`src/rtl/uart_pkg.sv`:
```
// Shared definitions for the configurable UART transmitter.
// Holds the FSM encoding, the parity-mode constants and the parameter legality checks.
package uart_pkg;

    typedef enum logic [2:0] {
        ST_IDLE,
        ST_START,
        ST_DATA,
        ST_PARITY,
        ST_STOP,
        ST_GAP
    } tx_state_e;

    localparam int PAR_NONE = 0;
    localparam int PAR_EVEN = 1;
    localparam int PAR_ODD  = 2;

    function automatic bit is_pow2(input int value);
        return (value >= 2) && ((value & (value - 1)) == 0);
    endfunction

    function automatic bit cfg_legal(input int clks_per_bit, input int data_bits,
                                     input int parity, input int stop_bits,
                                     input int gap_bits, input int fifo_depth);
        return (clks_per_bit >= 2)
            && (data_bits >= 5) && (data_bits <= 9)
            && (parity >= PAR_NONE) && (parity <= PAR_ODD)
            && (stop_bits >= 1) && (stop_bits <= 2)
            && (gap_bits >= 0) && (gap_bits <= 3)
            && is_pow2(fifo_depth);
    endfunction

endpackage

```
`src/rtl/uart_tx_fifo.sv`:
```
// Small transmit FIFO: power-of-two depth, wrapping pointers, occupancy count.
// The head entry is readable combinationally so the transmitter can load it on the pop edge.
module uart_tx_fifo #(
    parameter int WIDTH = 8,
    parameter int DEPTH = 4
) (
    input  logic                     clk,
    input  logic                     rst_n,
    input  logic                     push,
    input  logic                     pop,
    input  logic [WIDTH-1:0]         din,
    output logic [WIDTH-1:0]         dout,
    output logic [$clog2(DEPTH):0]   count,
    output logic                     full,
    output logic                     empty
);
    localparam int PTR_W = $clog2(DEPTH);
    localparam logic [PTR_W:0] FULL_COUNT = (PTR_W + 1)'(DEPTH);

    logic [WIDTH-1:0] mem_q [DEPTH];
    logic [PTR_W-1:0] wr_ptr_q;
    logic [PTR_W-1:0] rd_ptr_q;
    logic [PTR_W:0]   count_q;
    logic             do_push;
    logic             do_pop;

    assign full    = (count_q == FULL_COUNT);
    assign empty   = (count_q == '0);
    assign count   = count_q;
    assign dout    = mem_q[rd_ptr_q];
    assign do_push = push && !full;
    assign do_pop  = pop && !empty;

    always_ff @(posedge clk) begin
        if (do_push) begin
            mem_q[wr_ptr_q] <= din;
        end
    end

    // Pointers wrap naturally because DEPTH is a power of two.
    always_ff @(posedge clk or negedge rst_n) begin
        if (!rst_n) begin
            wr_ptr_q <= '0;
            rd_ptr_q <= '0;
            count_q  <= '0;
        end else begin
            if (do_push) wr_ptr_q <= wr_ptr_q + PTR_W'(1);
            if (do_pop)  rd_ptr_q <= rd_ptr_q + PTR_W'(1);
            case ({do_push, do_pop})
                2'b10:   count_q <= count_q + (PTR_W + 1)'(1);
                2'b01:   count_q <= count_q - (PTR_W + 1)'(1);
                default: count_q <= count_q;
            endcase
        end
    end

endmodule

```
`src/rtl/uart_tx_cfg.sv`:
```
// Configurable UART transmitter with a transmit FIFO, optional parity and idle gap.
// The final period of a frame is one cycle shorter in-state; its last cycle is spent in IDLE with o_TX_Done high.
module uart_tx_cfg #(
    parameter int CLKS_PER_BIT = 217,
    parameter int DATA_BITS    = 8,
    parameter int PARITY       = 0,
    parameter int STOP_BITS    = 1,
    parameter int GAP_BITS     = 1,
    parameter int FIFO_DEPTH   = 4
) (
    input  logic                          i_Clock,
    input  logic                          i_Rst_L,
    input  logic                          i_TX_DV,
    input  logic [DATA_BITS-1:0]          i_TX_Byte,
    output logic                          o_TX_Ready,
    output logic                          o_TX_Overrun,
    output logic [$clog2(FIFO_DEPTH):0]   o_TX_Count,
    output logic                          o_TX_Active,
    output logic                          o_TX_Serial,
    output logic                          o_TX_Done
);
    import uart_pkg::*;

    if (!cfg_legal(CLKS_PER_BIT, DATA_BITS, PARITY, STOP_BITS, GAP_BITS, FIFO_DEPTH)) begin : g_bad_cfg
        $error("uart_tx_cfg: illegal parameter combination");
    end

    localparam int CNT_W = $clog2(CLKS_PER_BIT);
    localparam logic [CNT_W-1:0] BIT_LAST  = CNT_W'(CLKS_PER_BIT - 1);
    localparam logic [CNT_W-1:0] BIT_FINAL = CNT_W'(CLKS_PER_BIT - 2);
    localparam logic [3:0] DATA_LAST = 4'(DATA_BITS - 1);
    localparam logic [3:0] STOP_LAST = 4'(STOP_BITS - 1);
    localparam logic [3:0] GAP_LAST  = 4'((GAP_BITS == 0) ? 0 : GAP_BITS - 1);
    localparam logic       ODD_FLIP  = (PARITY == PAR_ODD);

    tx_state_e              state_q, state_d;
    logic [CNT_W-1:0]       clk_cnt_q, clk_cnt_d;
    logic [3:0]             bit_idx_q, bit_idx_d;
    logic [DATA_BITS-1:0]   shift_q, shift_d;
    logic                   parity_q, parity_d;
    logic                   serial_q, serial_d;
    logic                   active_q, active_d;
    logic                   done_q, done_d;

    logic                   fifo_push;
    logic                   fifo_pop;
    logic [DATA_BITS-1:0]   fifo_dout;
    logic                   fifo_full;
    logic                   fifo_empty;
    logic                   final_period;
    logic                   bit_end;

    assign fifo_push    = i_TX_DV && !fifo_full;
    assign o_TX_Ready   = !fifo_full;
    assign o_TX_Overrun = i_TX_DV && fifo_full;
    assign o_TX_Active  = active_q;
    assign o_TX_Serial  = serial_q;
    assign o_TX_Done    = done_q;

    uart_tx_fifo #(
        .WIDTH (DATA_BITS),
        .DEPTH (FIFO_DEPTH)
    ) u_fifo (
        .clk   (i_Clock),
        .rst_n (i_Rst_L),
        .push  (fifo_push),
        .pop   (fifo_pop),
        .din   (i_TX_Byte),
        .dout  (fifo_dout),
        .count (o_TX_Count),
        .full  (fifo_full),
        .empty (fifo_empty)
    );

    assign final_period = ((state_q == ST_GAP) && (bit_idx_q == GAP_LAST))
                       || ((state_q == ST_STOP) && (GAP_BITS == 0) && (bit_idx_q == STOP_LAST));
    assign bit_end = (clk_cnt_q == (final_period ? BIT_FINAL : BIT_LAST));

    always_comb begin
        state_d   = state_q;
        clk_cnt_d = bit_end ? '0 : clk_cnt_q + CNT_W'(1);
        bit_idx_d = bit_idx_q;
        shift_d   = shift_q;
        parity_d  = parity_q;
        serial_d  = serial_q;
        active_d  = active_q;
        done_d    = 1'b0;
        fifo_pop  = 1'b0;
        case (state_q)
            ST_IDLE: begin
                clk_cnt_d = '0;
                serial_d  = 1'b1;
                active_d  = 1'b0;
                if (!fifo_empty) begin
                    fifo_pop  = 1'b1;
                    shift_d   = fifo_dout;
                    parity_d  = (^fifo_dout) ^ ODD_FLIP;
                    serial_d  = 1'b0;
                    active_d  = 1'b1;
                    bit_idx_d = '0;
                    state_d   = ST_START;
                end
            end
            ST_START: begin
                if (bit_end) begin
                    serial_d  = shift_q[0];
                    shift_d   = shift_q >> 1;
                    bit_idx_d = '0;
                    state_d   = ST_DATA;
                end
            end
            ST_DATA: begin
                if (bit_end) begin
                    if (bit_idx_q == DATA_LAST) begin
                        bit_idx_d = '0;
                        if (PARITY != PAR_NONE) begin
                            serial_d = parity_q;
                            state_d  = ST_PARITY;
                        end else begin
                            serial_d = 1'b1;
                            state_d  = ST_STOP;
                        end
                    end else begin
                        bit_idx_d = bit_idx_q + 4'd1;
                        serial_d  = shift_q[0];
                        shift_d   = shift_q >> 1;
                    end
                end
            end
            ST_PARITY: begin
                if (bit_end) begin
                    serial_d  = 1'b1;
                    bit_idx_d = '0;
                    state_d   = ST_STOP;
                end
            end
            ST_STOP: begin
                if (bit_end) begin
                    if (bit_idx_q != STOP_LAST) begin
                        bit_idx_d = bit_idx_q + 4'd1;
                    end else if (GAP_BITS == 0) begin
                        done_d   = 1'b1;
                        active_d = 1'b0;
                        state_d  = ST_IDLE;
                    end else begin
                        bit_idx_d = '0;
                        state_d   = ST_GAP;
                    end
                end
            end
            ST_GAP: begin
                if (bit_end) begin
                    if (bit_idx_q != GAP_LAST) begin
                        bit_idx_d = bit_idx_q + 4'd1;
                    end else begin
                        done_d   = 1'b1;
                        active_d = 1'b0;
                        state_d  = ST_IDLE;
                    end
                end
            end
            default: state_d = ST_IDLE;
        endcase
    end

    always_ff @(posedge i_Clock or negedge i_Rst_L) begin
        if (!i_Rst_L) begin
            state_q   <= ST_IDLE;
            clk_cnt_q <= '0;
            bit_idx_q <= '0;
            shift_q   <= '0;
            parity_q  <= 1'b0;
            serial_q  <= 1'b1;
            active_q  <= 1'b0;
            done_q    <= 1'b0;
        end else begin
            state_q   <= state_d;
            clk_cnt_q <= clk_cnt_d;
            bit_idx_q <= bit_idx_d;
            shift_q   <= shift_d;
            parity_q  <= parity_d;
            serial_q  <= serial_d;
            active_q  <= active_d;
            done_q    <= done_d;
        end
    end

endmodule

```
`config.mk`:
```
export PLATFORM = sky130hd
export DESIGN_NAME = uart_tx_cfg
export DESIGN_NICKNAME = d
export VERILOG_FILES = /design/src/rtl/uart_pkg.sv /design/src/rtl/uart_tx_fifo.sv /design/src/rtl/uart_tx_cfg.sv
export SDC_FILE = /design/constraint.sdc
export NUM_CORES = 1
export LEC_CHECK = 0
export CORE_ASPECT_RATIO = 1.2
export CORE_MARGIN = 1.5
export CORE_UTILIZATION = 45
export CTS_CLUSTER_DIAMETER = 40
export DETAILED_ROUTE_END_ITERATION = 6
export PLACE_DENSITY = 0.66
export SLEW_MARGIN = 0
export SYNTH_ARGS = -nofsm -noshare
export SYNTH_HDL_FRONTEND = slang
export SYNTH_SLANG_ARGS = --single-unit
```
`constraint.sdc`:
```
create_clock -name i_Clock -period 2.11 [get_ports i_Clock]
set_input_delay 0.5275 -clock i_Clock [delete_from_list [all_inputs] [get_ports i_Clock]]
set_output_delay 0.5275 -clock i_Clock [all_outputs]
set_load 0.02 [all_outputs]
```
==> qor.csv <==
metric,value,unit
die_w,77.70,µm
synth_cells,220,
synthArstFlopShare,50.77,%
hold_path_class,reg2reg,
whs,0.5288,ns
cap_violations,0,
drtIter0Drc,108,
worst_pin_slew,1.184,ns
grt_pass1_vias,1901,
core_area,6446,µm²
path_class,reg2reg,
clockBufferDepth,2,
rrSetupSlack,0.07,ns
period_share,96.89,%
finalCriticalPeriod,2.044,ns
cp_max_fo,8,
clk_pin_slew_worst_paths,0.07,ns
antenna_found_initial,0,
hold_buffers,0,
cts_max_level,3,
p_leak,0.001445,µW
drt_wl_total,5528,µm
synth.distinct_cells,54,
placed_area,3402,µm²
rsz0062_at_grt,yes,
core.rowCount,32,
port-buffer-count,18,
synth_area_leader_cell,edfxtp_1,
setup_viol,0,
ios,19,
yosys-top-cells-count,"dfrtp_1 (32), edfxtp_1 (32), nand2_1 (18)",
rr_endpoint,shift_q[3],
syn_area,3013,µm²
power-per-cell-area,858.6,nW/µm²
cts_made_buffers,9,
grt_first_pass_wirelength,9080,µm
max_stage_delay,0.42,ns
vias_per_cell,5.449,
ys_seq_area_share,59.34,%
status,"finished, final reports clean",
critPathArrivalTime,2.31,ns
synth_edf_count,32,
grt_max_degree,34,
report.final.slew_viol_count,0,
reg2regPathDepth,8,
route.detailed.wl_per_inst,15.62,µm
cts_tree,done,
crit_chain,"inv_2, ha_2, or3b_4, nor3_4, buf_6, o21ai_4, a21oi_4, a2bb2oi_1",
firstDrtPassIters,4,
hold_viol_final,0,
yosysWarnings,0,
crit_cells,8,
syn_nets,240,
area_growth,22.43,%
synth_top_area_share,31.89,%
slowest_stage,or3b_4,
clk_latency,0.34,ns
ys_seq_elements,65,
grtUsageTotal,16.51,%
ant_nets,0,
cp_top_family,compound AO/OA/AOI/OAI gates,
dieArea,7197,µm²
crit-reg2reg-launch,bit_idx_q[0],
startpoint,bit_idx_q[0],
drive_gt1_share,27.14,%
startpoint_type,flip-flop,
post-route-cell-area,3689,µm²
dp_hpwl,3586,µm
endpoint,shift_q[3],
postSynthAreaPerCell,13.69,µm²
cp_num_buf_inv,2,
routed-via-count,1929,
clkSinkCount,65,
gp_congestion,0.7492,
max_slew_margin,20.42,%
die_y,92.64,µm
endpoint_kind,flip-flop,
cts_root_buf,clkbuf_8,
dominantRegCellSynth,edfxtp_1,
fmax,489.2,MHz
diodes,0,
overflow,0,
peakVddDrop,0.0007736,V
nets,284,
worstPathRequired,2.37,ns
drt_drc_violations_left,0,
synth_area_leaders,"edfxtp_1 (32%), dfrtp_1 (27%), mux4_2 (6.0%)",
start_util,46.74,%
finClkSkew,0.006580,ns
cell families after synthesis:
family          after synthesis  synth area share (%)
simple gates                 66                 12.96
xor+xnor                     12                 3.488
mux                          12                 7.516
buf+inv                      16                 2.326
flops                        65                 59.34
compound gates               40                 10.38
fa+ha+maj                     9                 3.987
how the worst min path moves through the flow:
stage          slack (ns)    startpoint           end  cells after the start
5_1_grt              0.56    shift_q[2]    shift_q[2]                      1
3_5_place_dp         0.51  clk_cnt_q[0]  clk_cnt_q[0]                      1
2_1_floorplan        0.23       i_Rst_L  bit_idx_q[0]                      0
6_report             0.53  clk_cnt_q[0]  clk_cnt_q[0]                      1
4_1_cts              0.53  clk_cnt_q[0]  clk_cnt_q[0]                      1
3_3_place_gp         0.49  clk_cnt_q[0]  clk_cnt_q[0]                      1
where the power goes:
group	switching, µW	internal (µW)
Sequential	100	1520
Clock	490	542
Combinational	267	249
worst reg2reg max path, cell delays in order, from the launching register on:
cell,delay [ns]
dfrtp_1,0.40
inv_2,0.07
ha_2,0.18
or3b_4,0.42
nor3_4,0.14
buf_6,0.15
o21ai_4,0.10
a21oi_4,0.33
a2bb2oi_1,0.18
area by class of cell:
type / count / area, µm²
Sequential cell: 65 / 1788
Multi-Input combinational cell: 140 / 1226
Clock inverter: 7 / 71.32
Timing Repair Buffer: 38 / 335.3
Tap cell: 85 / 106.4
Inverter: 10 / 37.54
Fill cell: 556 / 2758
Clock buffer: 9 / 123.9
metal layers:
layer	routed length (µm)	track usage [%]	part of all wire, %	up-vias
li1	-	-	-	917
met1	2442	21.82	44	959
met2	2794	25.94	51	38
met3	146	3.251	2.6	15
met4	144	8.182	2.6	0
met5	0	0	0	-
state kept, by name (all words and copies together), names as in the netlist:
| name | cells |
|---|---|
| shift_q | 8 |
| u_fifo.rd_ptr_q | 2 |
| clk_cnt_q | 8 |
| state_q | 3 |
| o_TX_Active | 1 |
| o_TX_Done | 1 |
| bit_idx_q | 4 |
| u_fifo.count | 3 |
| u_fifo.wr_ptr_q | 2 |
| u_fifo.mem_q | 32 |
| o_TX_Serial | 1 |
cells in the final DEF, fill, tap and decap left out, drive strengths merged, types with 2 or more instances in the layout:
cell,n
xor2,6
nand2,18
nor2,15
mux2i,2
o21ai,9
buf,20
nand2b,2
and3,7
clkdlybuf4s50,16
ha,8
nor4,2
xnor2,6
clkbuf,9
o22ai,10
dfrtp,32
a21oi,6
mux4,8
nand3,2
or3,2
clkinv,3
mux2,2
clkinvlp,3
o31ai,2
a2bb2oi,8
or4b,3
inv,10
nor3b,2
edfxtp,32
dlygate4sd2,2
nor3,5
through the flow:
stage,util (%),setup TNS [ns],std cells,worst slack (ns),total power [µW]
6_report,57.22,0,354,0.06569,3167
5_1_grt,57.22,-0.2155,354,-0.04574,3326
4_1_cts,55.90,0,352,0.01785,3203
3_5_place_dp,52.78,-0.2951,335,-0.1521,2178
3_3_place_gp,52.78,-0.2388,335,-0.1524,2158
2_1_floorplan,-,0,220,0.03009,1926
timing repair:
action	4_1_cts	5_1_grt
cloned	1	0
endpoints found under the setup margin	3	22
gates resized for setup	2	17
buffers inserted	0	2
pin swaps	1	9
hold endpoints to repair	0	0
(Power assumes the default switching activity.)
